`config.mk`:
```
export PLATFORM = sky130hd
export DESIGN_NAME = rca32_acc_flat
export DESIGN_NICKNAME = d
export VERILOG_FILES = /design/src/rtl/rca32_acc_pkg.sv /design/src/rtl/rca32_acc_if.sv /design/src/rtl/rca32_acc_rca32.sv /design/src/rtl/rca32_acc.sv /design/src/flat_wrapper.sv
export SDC_FILE = /design/constraint.sdc
export NUM_CORES = 1
export LEC_CHECK = 0
export BUFFER_PORTS_ARGS = -buffer_cell sky130_fd_sc_hd__buf_2
export CAP_MARGIN = 20
export CORE_MARGIN = 1
export CORE_UTILIZATION = 40
export DETAILED_ROUTE_END_ITERATION = 8
export HOLD_SLACK_MARGIN = 0.06
export PLACE_DENSITY = 0.63
export SYNTH_ARGS = -nofsm -noshare
export SYNTH_HDL_FRONTEND = slang
export SYNTH_SLANG_ARGS = --single-unit
```
`constraint.sdc`:
```
create_clock -name clk -period 18.36 [get_ports clk]
set_input_delay 3.672 -clock clk [delete_from_list [all_inputs] [get_ports clk]]
set_output_delay 3.672 -clock clk [all_outputs]
set_load 0.05 [all_outputs]
```
`src/rtl/rca32_acc_pkg.sv`:
```
// Shared constants and state encoding for the rca32 streaming accumulator.
package rca32_acc_pkg;

    localparam int WIDTH = 32;
    localparam int LEN_W = 8;
    localparam int CNT_W = LEN_W + 1;

    // A length field of zero stands for the full 2^LEN_W beats.
    localparam logic [CNT_W-1:0] LEN_MAX = CNT_W'(1 << LEN_W);
    localparam logic [CNT_W-1:0] CNT_ONE = CNT_W'(1);

    typedef enum logic [1:0] {
        ST_IDLE  = 2'b00,
        ST_ACCUM = 2'b01,
        ST_DONE  = 2'b10
    } state_e;

endpackage

```
`src/rtl/rca32_acc_if.sv`:
```
// Control, operand-stream and result-stream signals of the accumulator.
// Handshake rule: a transfer happens on a rising edge where valid && ready; valid never waits on ready.
interface rca32_acc_if;
    import rca32_acc_pkg::*;

    logic             start;
    logic [LEN_W-1:0] cfg_len;
    logic             in_valid;
    logic [WIDTH-1:0] in_data;
    logic             in_ready;
    logic             out_valid;
    logic             out_ready;
    logic [WIDTH-1:0] out_sum;
    logic             out_ovf;
    logic             busy;
    state_e           dbg_state;

    modport master (
        output start, cfg_len, in_valid, in_data, out_ready,
        input  in_ready, out_valid, out_sum, out_ovf, busy, dbg_state
    );

    modport slave (
        input  start, cfg_len, in_valid, in_data, out_ready,
        output in_ready, out_valid, out_sum, out_ovf, busy, dbg_state
    );

endinterface

```
`src/rtl/rca32_acc_rca32.sv`:
```
// 32-bit ripple-carry adder built from a chain of full-adder cells.
module rca32 (
    input  logic [31:0] a,
    input  logic [31:0] b,
    input  logic        ci,
    output logic [31:0] s,
    output logic        co
);

    logic [32:0] c;

    assign c[0] = ci;

    for (genvar i = 0; i < 32; i++) begin : g_fa
        assign s[i]   = a[i] ^ b[i] ^ c[i];
        assign c[i+1] = (a[i] & b[i]) | (c[i] & (a[i] ^ b[i]));
    end

    assign co = c[32];

endmodule

```
`src/rtl/rca32_acc.sv`:
```
// Streaming block accumulator: sums a programmed number of beats through one rca32
// and presents the sum plus a sticky carry flag on a valid/ready result port.
module rca32_acc
    import rca32_acc_pkg::*;
(
    input  logic         clk,
    input  logic         reset_n,
    rca32_acc_if.slave   bus
);

    state_e           state_q, state_d;
    logic [WIDTH-1:0] acc_q, acc_d;
    logic             ovf_q, ovf_d;
    logic [CNT_W-1:0] cnt_q, cnt_d;
    logic [CNT_W-1:0] len_q, len_d;

    logic [WIDTH-1:0] add_s;
    logic             add_co;
    logic             beat;

    rca32 u_rca32 (
        .a  (acc_q),
        .b  (bus.in_data),
        .ci (1'b0),
        .s  (add_s),
        .co (add_co)
    );

    assign beat = (state_q == ST_ACCUM) && bus.in_valid;

    always_comb begin
        state_d = state_q;
        acc_d   = acc_q;
        ovf_d   = ovf_q;
        cnt_d   = cnt_q;
        len_d   = len_q;
        case (state_q)
            ST_IDLE: begin
                if (bus.start) begin
                    len_d   = (bus.cfg_len == '0) ? LEN_MAX : {1'b0, bus.cfg_len};
                    acc_d   = '0;
                    ovf_d   = 1'b0;
                    cnt_d   = '0;
                    state_d = ST_ACCUM;
                end
            end
            ST_ACCUM: begin
                if (beat) begin
                    acc_d = add_s;
                    ovf_d = ovf_q | add_co;
                    cnt_d = cnt_q + CNT_ONE;
                    if (cnt_q == len_q - CNT_ONE) begin
                        state_d = ST_DONE;
                    end
                end
            end
            ST_DONE: begin
                // acc/ovf are frozen here, so the result stays stable under backpressure.
                if (bus.out_ready) begin
                    state_d = ST_IDLE;
                end
            end
            default: state_d = ST_IDLE;
        endcase
    end

    always_ff @(posedge clk or negedge reset_n) begin
        if (!reset_n) begin
            state_q <= ST_IDLE;
            acc_q   <= '0;
            ovf_q   <= 1'b0;
            cnt_q   <= '0;
            len_q   <= '0;
        end else begin
            state_q <= state_d;
            acc_q   <= acc_d;
            ovf_q   <= ovf_d;
            cnt_q   <= cnt_d;
            len_q   <= len_d;
        end
    end

    assign bus.in_ready  = (state_q == ST_ACCUM);
    assign bus.out_valid = (state_q == ST_DONE);
    assign bus.out_sum   = acc_q;
    assign bus.out_ovf   = ovf_q;
    assign bus.busy      = (state_q != ST_IDLE);
    assign bus.dbg_state = state_q;

endmodule

```
`src/flat_wrapper.sv`:
```
// flat-port wrapper written by rule: the top's interface ports become plain ports
module rca32_acc_flat import rca32_acc_pkg::*;
  (clk, reset_n, bus_start, bus_cfg_len, bus_in_valid, bus_in_data, bus_out_ready, bus_in_ready, bus_out_valid, bus_out_sum, bus_out_ovf, bus_busy, bus_dbg_state);
  rca32_acc_if bus_i ();
  input  logic clk;
  input  logic reset_n;
  input wire logic [$bits(bus_i.start)-1:0] bus_start;
  input wire logic [$bits(bus_i.cfg_len)-1:0] bus_cfg_len;
  input wire logic [$bits(bus_i.in_valid)-1:0] bus_in_valid;
  input wire logic [$bits(bus_i.in_data)-1:0] bus_in_data;
  input wire logic [$bits(bus_i.out_ready)-1:0] bus_out_ready;
  output wire logic [$bits(bus_i.in_ready)-1:0] bus_in_ready;
  output wire logic [$bits(bus_i.out_valid)-1:0] bus_out_valid;
  output wire logic [$bits(bus_i.out_sum)-1:0] bus_out_sum;
  output wire logic [$bits(bus_i.out_ovf)-1:0] bus_out_ovf;
  output wire logic [$bits(bus_i.busy)-1:0] bus_busy;
  output wire logic [$bits(bus_i.dbg_state)-1:0] bus_dbg_state;
  assign bus_i.start = bus_start;
  assign bus_i.cfg_len = bus_cfg_len;
  assign bus_i.in_valid = bus_in_valid;
  assign bus_i.in_data = bus_in_data;
  assign bus_i.out_ready = bus_out_ready;
  assign bus_in_ready = bus_i.in_ready;
  assign bus_out_valid = bus_i.out_valid;
  assign bus_out_sum = bus_i.out_sum;
  assign bus_out_ovf = bus_i.out_ovf;
  assign bus_busy = bus_i.busy;
  assign bus_dbg_state = bus_i.dbg_state;
  rca32_acc u_core (.clk(clk), .reset_n(reset_n), .bus(bus_i));
endmodule
```
; ---- Word level (Yosys, flattened, before mapping)
; Cells that the tools add are included.
[classes]
add_sub_neg = 2
eq_ne = 7
mux = 15
bitwise_logic = 158
n_reduce_logical = 8
[op_table]
columns = op, count
row1 = two-way mux 32 bit, 2
row2 = one-hot mux 32 bit (2 select lines), 1
row3 = AND 1 bit, 63
row4 = bitwise XOR 1 bit, 63
row5 = OR 1 bit, 32
row6 = two-way mux 9 bit, 3
row7 = one-hot mux 9 bit (2 select lines), 1
row8 = "adder 9 x 1 -> 9 bit, second input constant", 1
row9 = == test 9 bit, 1
row10 = "subtractor 9 x 1 -> 9 bit, second input constant", 1
row11 = zero test 8 bit, 1
row12 = two-way mux 2 bit, 4
row13 = one-hot mux 2 bit (3 select lines), 1
row14 = "inequality test 2 x 1 -> 1 bit, second input constant", 2
row15 = "inequality test 2 bit, second input constant", 2
row16 = AND reduction 4 bit, 1
row17 = nonzero test 2 bit, 2
row18 = AND reduction 3 bit, 1
row19 = "== test 2 x 1 -> 1 bit, second input constant", 1
row20 = "== test 2 bit, second input constant", 1
row21 = zero test 2 bit, 1
row22 = two-way mux 1 bit, 2
row23 = one-hot mux 1 bit (2 select lines), 1
row24 = AND reduction 2 bit, 1
row25 = logical AND 1 bit, 1
[word_totals]
regBits = 53
inputBits = 45
output_inout_bits = 38
word_cells = 195

; ---- Depth between registers and ports, before layout
; Gate-level depths: netlist of run 1.
[logic_depth]
depth_word = 66
ltp_mapped = 36
mapped_depth_nobuf = 36

; ---- By module
; From an unflattened synthesis of run 1, not the netlist that was laid out.
[hier_totals]
cells_unflattened = 243
area_unflattened_um2 = 3071.7
[by_module_without_submodules]
columns = module, instances, cells_per_inst, area_per_inst_um2, seq_area_each_um2
row1 = rca32_acc, 1, 201, 2393.5, 1326.3
row2 = rca32, 1, 42, 678.2, 0.0

; ---- Least setup slack after synthesis of run 1
; OpenSTA, ideal clock, no wires.
[synth_timing]
path_type = input port to flip-flop
from = input bus_in_data[0]
to = register u_core.acc_q[31], in the netlist u_core.bus.out_sum[31]
setup_ns = 0.135
t_arrival_ns = 15.353
t_required_ns = 18.225
path_slack_ns = 2.872
stages = 36
path_buffers = 0
cell_sequence = ha_1 > inv_1 > fa_1 > fa_1 > fa_1 > fa_1 > fa_1 > fa_1 > fa_1 > fa_1 > fa_1 > fa_1 > fa_1 > fa_1 > fa_1 > fa_1 > fa_1 > fa_1 > fa_1 > fa_1 > fa_1 > fa_1 > fa_1 > fa_1 > fa_1 > fa_1 > fa_1 > fa_1 > fa_1 > fa_1 > inv_1 > fa_1 > fa_1 > fa_1 > nand2_1 > o21ai_0
[synth_via]
elab_chain_len = 64
[synth_lines]
columns = element, line_no
row1 = "start, declared", flat_wrapper.sv:10  ; input wire logic [$bits(bus_i.in_data)-1:0] bus_in_data;
row2 = AND 1 bit (2 in series), rca32_acc_rca32.sv:16  ; assign c[i+1] = (a[i] & b[i]) | (c[i] & (a[i] ^ b[i]));
row3 = OR 1 bit, rca32_acc_rca32.sv:16
row4 = AND 1 bit, rca32_acc_rca32.sv:16
row5 = OR 1 bit, rca32_acc_rca32.sv:16
row6 = AND 1 bit, rca32_acc_rca32.sv:16
row7 = OR 1 bit, rca32_acc_rca32.sv:16
row8 = AND 1 bit, rca32_acc_rca32.sv:16
row9 = OR 1 bit, rca32_acc_rca32.sv:16
row10 = (+47 left out), n/a
row11 = OR 1 bit, rca32_acc_rca32.sv:16
row12 = AND 1 bit, rca32_acc_rca32.sv:16
row13 = OR 1 bit, rca32_acc_rca32.sv:16
row14 = AND 1 bit, rca32_acc_rca32.sv:16
row15 = OR 1 bit, rca32_acc_rca32.sv:16
row16 = bitwise XOR 1 bit, rca32_acc_rca32.sv:15  ; assign s[i] = a[i] ^ b[i] ^ c[i];
row17 = two-way mux 32 bit, rca32_acc.sv:48  ; if (beat) begin
row18 = one-hot mux 32 bit (2 select lines), rca32_acc.sv:37  ; case (state_q)
row19 = "end signal, assigned", rca32_acc.sv:70  ; acc_q <= '0;
row20 = "end signal, assigned", rca32_acc.sv:76  ; acc_q <= acc_d;
row21 = "end, declared", rca32_acc.sv:12  ; logic [WIDTH-1:0] acc_q, acc_d;
; Every way passes these cells. The select of a mux whose other input is x is not followed.
; A chain may end at the register's enable or synchronous reset.

; ---- Worst setup path after layout of run 1
; Same ends and word-level chain as after synthesis.

==> reports/qor.yml, run 1 <==
grt-ovfl-total: 0
io_buffers: 82
numCtsBuffers: 5
finClkSkew_ns: 0.00413
drive_above_1_share_pct: 26.5
ys_seq_area_share_pct: 40.4
yosys_warnings: 0
viasPerCell: 4.92
finalWirelength_mm: 7.14
max_slew_margin_pct: 28.0
critPathCapture: "u_core.bus.out_sum[31]"
grt_pass1_wl_mm: 12.1
drc: 0
seqCellArea_um2: 1330
critPathSlowestCell: "fa_1"
clk_latency_ns: 0.31
root_buffer: "clkbuf_8"
num_vias: 2489
numClockSinks: 53
ctsHoldBuffers: 0
crit_path_max_incr_delay_ns: 0.42
grt_pass1_vias: 2518
cts_setup_buffers: 0
setup_viol: 0
rsz0062_at_grt: "false"
coreArea_um2: 7850
endpoint_kind: "flop"
hold_viol: 0
clkTransAtPathRegs_ns: 0.10
syn_inst: 325
ctsLongestPathBuffers: 2
die_area_um2: 8560
period_share_pct: 86.3
synthesis.nets: 404
num_rows: 32
antenna_found_initial: 0
ys_async_sr_fraction_pct: 100
area_growth_pct: 19.2
fill_cells: 786
synth_top_flop_cell: "dfrtp_1"
pin_count: 83
grt_max_degree: 54
hpwl_mm: 5.25
ff2ff_setup_slack_ns: 5.53
status: "finished, final reports clean"
whs_path_depth: 2
fin_nets: 482
wire_per_inst_um: 14.1
worstSetupPathType: "in2reg"
leakagePower_nw: 1.92
period_minus_slack_ns: 15.85
syn_area_per_cell_um2: 10.1
rr_endpoint: "u_core.bus.out_sum[31]"
cts_resized: 0
cp-startpoint: "bus_in_data[0]"
synth_enable_flop_cells: 0
syn_area_um2: 3280
p_per_area_nw_per_um2: 188
start_kind: "primary input"
drv_slew: 0
drv_cap: 0
die_y_um: 92.5
die_width_um: 92.5
cp_common_cell: "fa_1"
hold_path_class: "reg2reg"
fmax_ghz: 0.0631
h-tree-depth: 2
critPathRequiredTime_ns: 18.51
power.total_w: 0.000735
critPathMaxFanout: 1
multiInputGateArea_um2: 1680
ys_ff_latch: 53
start_util_pct: 41.8
cts_tree: "built"
critPathArrivalTime_ns: 16.00
antenna_left: 0
grt.total_usage_pct: 17.9
ys_types: 39
r2r_start: "u_core.bus.out_sum[0]"
drtPass1Iterations: 4
tightestPinTransition_ns: 1.08
antenna_cells: 0
ir_worst_vdd_mv: 0.0885
first_iter_violations: 123
place_congestion: 0.790
ff2ff_path_depth: 36
fin_tns_setup_ns: 0
-- flip-flops by register name, indices dropped and copies added, names as in the netlist --
| signal | count |
|---|---|
| u_core.bus.out_sum | 32 |
| u_core.cnt_q | 9 |
| u_core.len_q | 9 |
| u_core.bus.dbg_state | 2 |
| u_core.bus.out_ovf | 1 |
-- layout by cell type, fill, tap and decap left out, drive strengths merged, types with 2 or more instances in the layout --
master,Yosys,routed
buf,0,84
nor3,2,2
nor2,10,10
and3b,2,2
mux2,6,6
xnor2,5,5
a22o,3,3
o22ai,2,2
or4b,3,3
clkbuf,13,7
nand3b,2,2
nor3b,2,2
ha,3,3
dfrtp,53,53
o211ai,2,2
inv,63,63
xor2,8,8
or2,3,3
or3,28,28
nand4,8,8
a21oi,4,4
fa,31,31
nor4,4,4
and3,2,2
nor2b,3,3
and2b,2,2
nand2,16,16
o21ai,37,37
-- worst min path at each step --
stage                             startpoint                  to  slack, ns
final                     u_core.bus.out_ovf  u_core.bus.out_ovf       0.51
after global routing      u_core.bus.out_ovf  u_core.bus.out_ovf       0.54
after CTS                 u_core.bus.out_ovf  u_core.bus.out_ovf       0.52
after detailed placement  u_core.bus.out_ovf  u_core.bus.out_ovf       0.49
after global placement    u_core.bus.out_ovf  u_core.bus.out_ovf       0.48
after floorplan              u_core.cnt_q[0]     u_core.cnt_q[0]       0.52
-- per-layer routing --
metal	global-route usage, %	vias up	part of all wire, %
met5	0	-	0
met4	4.69	0	1.3
met3	3.45	9	5.9
met2	28.3	73	47
met1	25.3	1199	45
li1	-	1208	-
-- cells by family after synthesis --
family          Yosys count  share of synthesized area, %
compound gates           53                          9.27
xor+xnor                 13                          3.47
fa+ha+maj                34                          20.1
simple gates             90                          16.0
mux                       6                          2.06
buf+inv                  76                          8.70
flops                    53                          40.4
-- critical path, delay by kind of cell --
family / cells / cell delay [ns]
fa+ha+maj: 32 / 12.00
buf+inv: 3 / 0.20
compound gates: 1 / 0.07
simple gates: 1 / 0.06
-- power breakdown --
group	internal [W]	leakage, nW	switching, W
logic	0.000146	1.21	0.000289
clock network	0.0000445	0.0585	0.0000394
registers	0.000171	0.651	0.0000454
-- final cells by class --
cell class / count / area share (%)
Clock buffer: 7 / 2.21
Clock inverter: 1 / 0.768
Inverter: 63 / 6.05
Multi-Input combinational cell: 196 / 42.9
Sequential cell: 53 / 33.9
Tap cell: 102 / 3.27
Timing Repair Buffer: 84 / 10.9
-- stage by stage --
step           hold WS (ns)  cells  util (%)  area (µm²)  setup slack [ns]
2_1_floorplan         0.523    325         -        3280              2.87
3_3_place_gp          0.481    498      48.3        3790              2.43
3_5_place_dp          0.494    498      48.3        3790              2.21
4_1_cts               0.521    506      49.8        3910              2.51
5_1_grt               0.544    506      49.8        3910              2.09
6_report              0.511    506      49.8        3910              2.51
-- synthesized netlist by cell type (2+ instances only) --
library cell	n	area share, %
or2_2	3	0.57
a22o_1	2	0.53
o22ai_1	2	0.38
nor2b_1	3	0.57
clkbuf_1	13	1.5
and3b_1	2	0.53
o21ai_0	37	5.6
nor3b_1	2	0.46
and3_1	2	0.38
inv_1	63	7.2
xnor2_1	5	1.3
nand4_1	8	1.5
or3_1	28	5.3
o211ai_1	2	0.46
dfrtp_1	53	40
fa_1	31	19
nor2_1	10	1.1
nor4_1	4	0.76
a21oi_1	4	0.61
ha_1	3	1.1
nor3_1	2	0.31
xor2_1	8	2.1
nand2_1	16	1.8
nand3b_1	2	0.46
mux2_2	6	2.1
Power figures use the tool's default switching activity.
==> inputs of run 2 (changes only) <==
Settings changed: PLACE_DENSITY 0.63 to 0.65.
==> reports/qor.yml, run 2 (synthesis gave the netlist of run 1 again) <==
status: "finished, final reports clean"
viasPerCell: 4.96
critPathArrivalTime_ns: 15.90
holdWs_ns: 0.542
power_switching_w: 0.000372
drc: 0
num_vias: 2513
fin_nets: 483
seqCellArea_um2: 1330
coreArea_um2: 7850
clkTransAtPathRegs_ns: 0.09
h-tree-depth: 2
pwr-share-clk_pct: 9.3
multiInputGateArea_um2: 1680
ir_worst_vdd_mv: 0.0997
cts_resized: 0
drv_cap: 0
hpwl_mm: 5.12
final_common_cell: "buf_2"
swShare_pct: 51.9
leakagePower_nw: 1.91
numCtsBuffers: 5
die_width_um: 92.5
cts_tree: "built"
ctsHoldBuffers: 0
antenna_cells: 0
hold_viol: 0
finalWirelength_mm: 6.79
io_buffers: 82
internal-power_w: 0.000344
largest_reg_flops: 32
setup_viol: 0
fin_util_pct: 49.5
antenna_found_initial: 0
period_minus_slack_ns: 15.76
critPathMaxFanout: 1
place_congestion: 0.757
wire_per_inst_um: 13.4
start_util_pct: 41.8
start_kind: "primary input"
ctsLongestPathBuffers: 2
area_growth_pct: 18.5
critPathRequiredTime_ns: 18.50
numClockSinks: 53
period_share_pct: 85.9
grt_pass1_wl_mm: 11.9
die_y_um: 92.5
hold_path_class: "reg2reg"
p_per_area_nw_per_um2: 184
placedCellCount: 499
tightestPinTransition_ns: 1.02
grt.total_usage_pct: 17.5
grt-ovfl-total: 0
cp_common_cell: "fa_1"
max_slew_margin_pct: 32.1
drtPass1Iterations: 4
finClkSkew_ns: 0.00903
die_area_um2: 8560
antenna_left: 0
worstSetupPathType: "in2reg"
endpoint_kind: "flop"
crit_family: "adder cells"
rsz0062_at_grt: "false"
pin_count: 83
critPathSlowestCell: "fa_1"
most-common-layout-cells: "82 x buf_2, 63 x inv_1, 53 x dfrtp_1"
worst-path-buf-inv: 3
stdcell_count: 507
num_rows: 32
met1_usage_pct: 24.7
first_iter_violations: 126
drv_slew: 0
crit_path_max_incr_delay_ns: 0.42
busiest_layer: "met2"
fill_cells: 754
fmax_ghz: 0.0634
grt_pass1_vias: 2567
grt_max_degree: 54
gr-usage-met3_pct: 3.04
drive_above_1_share_pct: 26.7
pwr-share-comb_pct: 60.3
seq_power_share_pct: 30.4
clk_latency_ns: 0.30
cts_setup_buffers: 0
grtUsageMet2_pct: 28.4
root_buffer: "clkbuf_8"
fin_tns_setup_ns: 0
-- run 2: cell types whose count changed in the layout (fill, tap and decap cells not counted), sizes merged --
cell	delta
buf	+1
bufinv	-1
clkbuf	-1
clkinv	+1
inv	+1
-- run 2: through the flow --
stage / setup WS, ns / total power, W / area (µm²)
after floorplan: 2.87 / 0.000549 / 3280
after global placement: 2.47 / 0.000641 / 3800
after detailed placement: 2.31 / 0.000653 / 3800
after CTS: 2.61 / 0.000722 / 3880
after global routing: 2.24 / 0.000784 / 3880
final: 2.60 / 0.000715 / 3880
-- run 2: cell type report --
class                   count  area share (%)
clock buffers               6            1.87
inverters                  63            6.09
flip-flops and latches     53            34.1
well taps                 102            3.29
repair buffers             85            11.1
multi-input cells         196            43.1
clock inverters             2           0.354
-- run 2: final timing paths --
kind / slack, ns / end / start / cells past startpoint
setup / recovery: 2.60 / u_core.bus.out_sum[31] / bus_in_data[0] / 37
hold / removal: 0.54 / u_core.bus.out_ovf / u_core.bus.out_ovf / 2
setup reg to reg: 5.62 / u_core.bus.out_sum[31] / u_core.bus.out_sum[0] / 36
hold reg to reg: 0.54 / u_core.bus.out_ovf / u_core.bus.out_ovf / 2
max in group asynchronous: 14.43 / u_core.bus.dbg_state[0] / reset_n / 2
min in group asynchronous: 3.48 / u_core.bus.out_sum[23] / reset_n / 2
-- run 2: layer usage --
| layer | vias up | share of wire (%) |
|---|---|---|
| met5 | - | 0 |
| met4 | 0 | 0.90 |
| met3 | 6 | 3.8 |
| met2 | 63 | 48 |
| met1 | 1234 | 47 |
| li1 | 1210 | - |
-- run 2: power groups by stage --
stage	logic [W]	clock network (W)	registers [W]
floorplan	0.000216	0	0.000332
global placement	0.000423	0	0.000218
detailed placement	0.000433	0	0.000220
CTS	0.000435	0.0000692	0.000218
global route	0.000484	0.0000740	0.000226
finish	0.000431	0.0000665	0.000218
-- run 2: worst reg2reg max path, delay by kind of cell (launching register included) --
kind,cells,cell delay [ns]
AO/OA/AOI/OAI,1,0.08
adder cells (fa/ha/maj),32,11.95
buffers and inverters,2,0.12
flip-flops,1,0.40
AND/OR/NAND/NOR,1,0.06
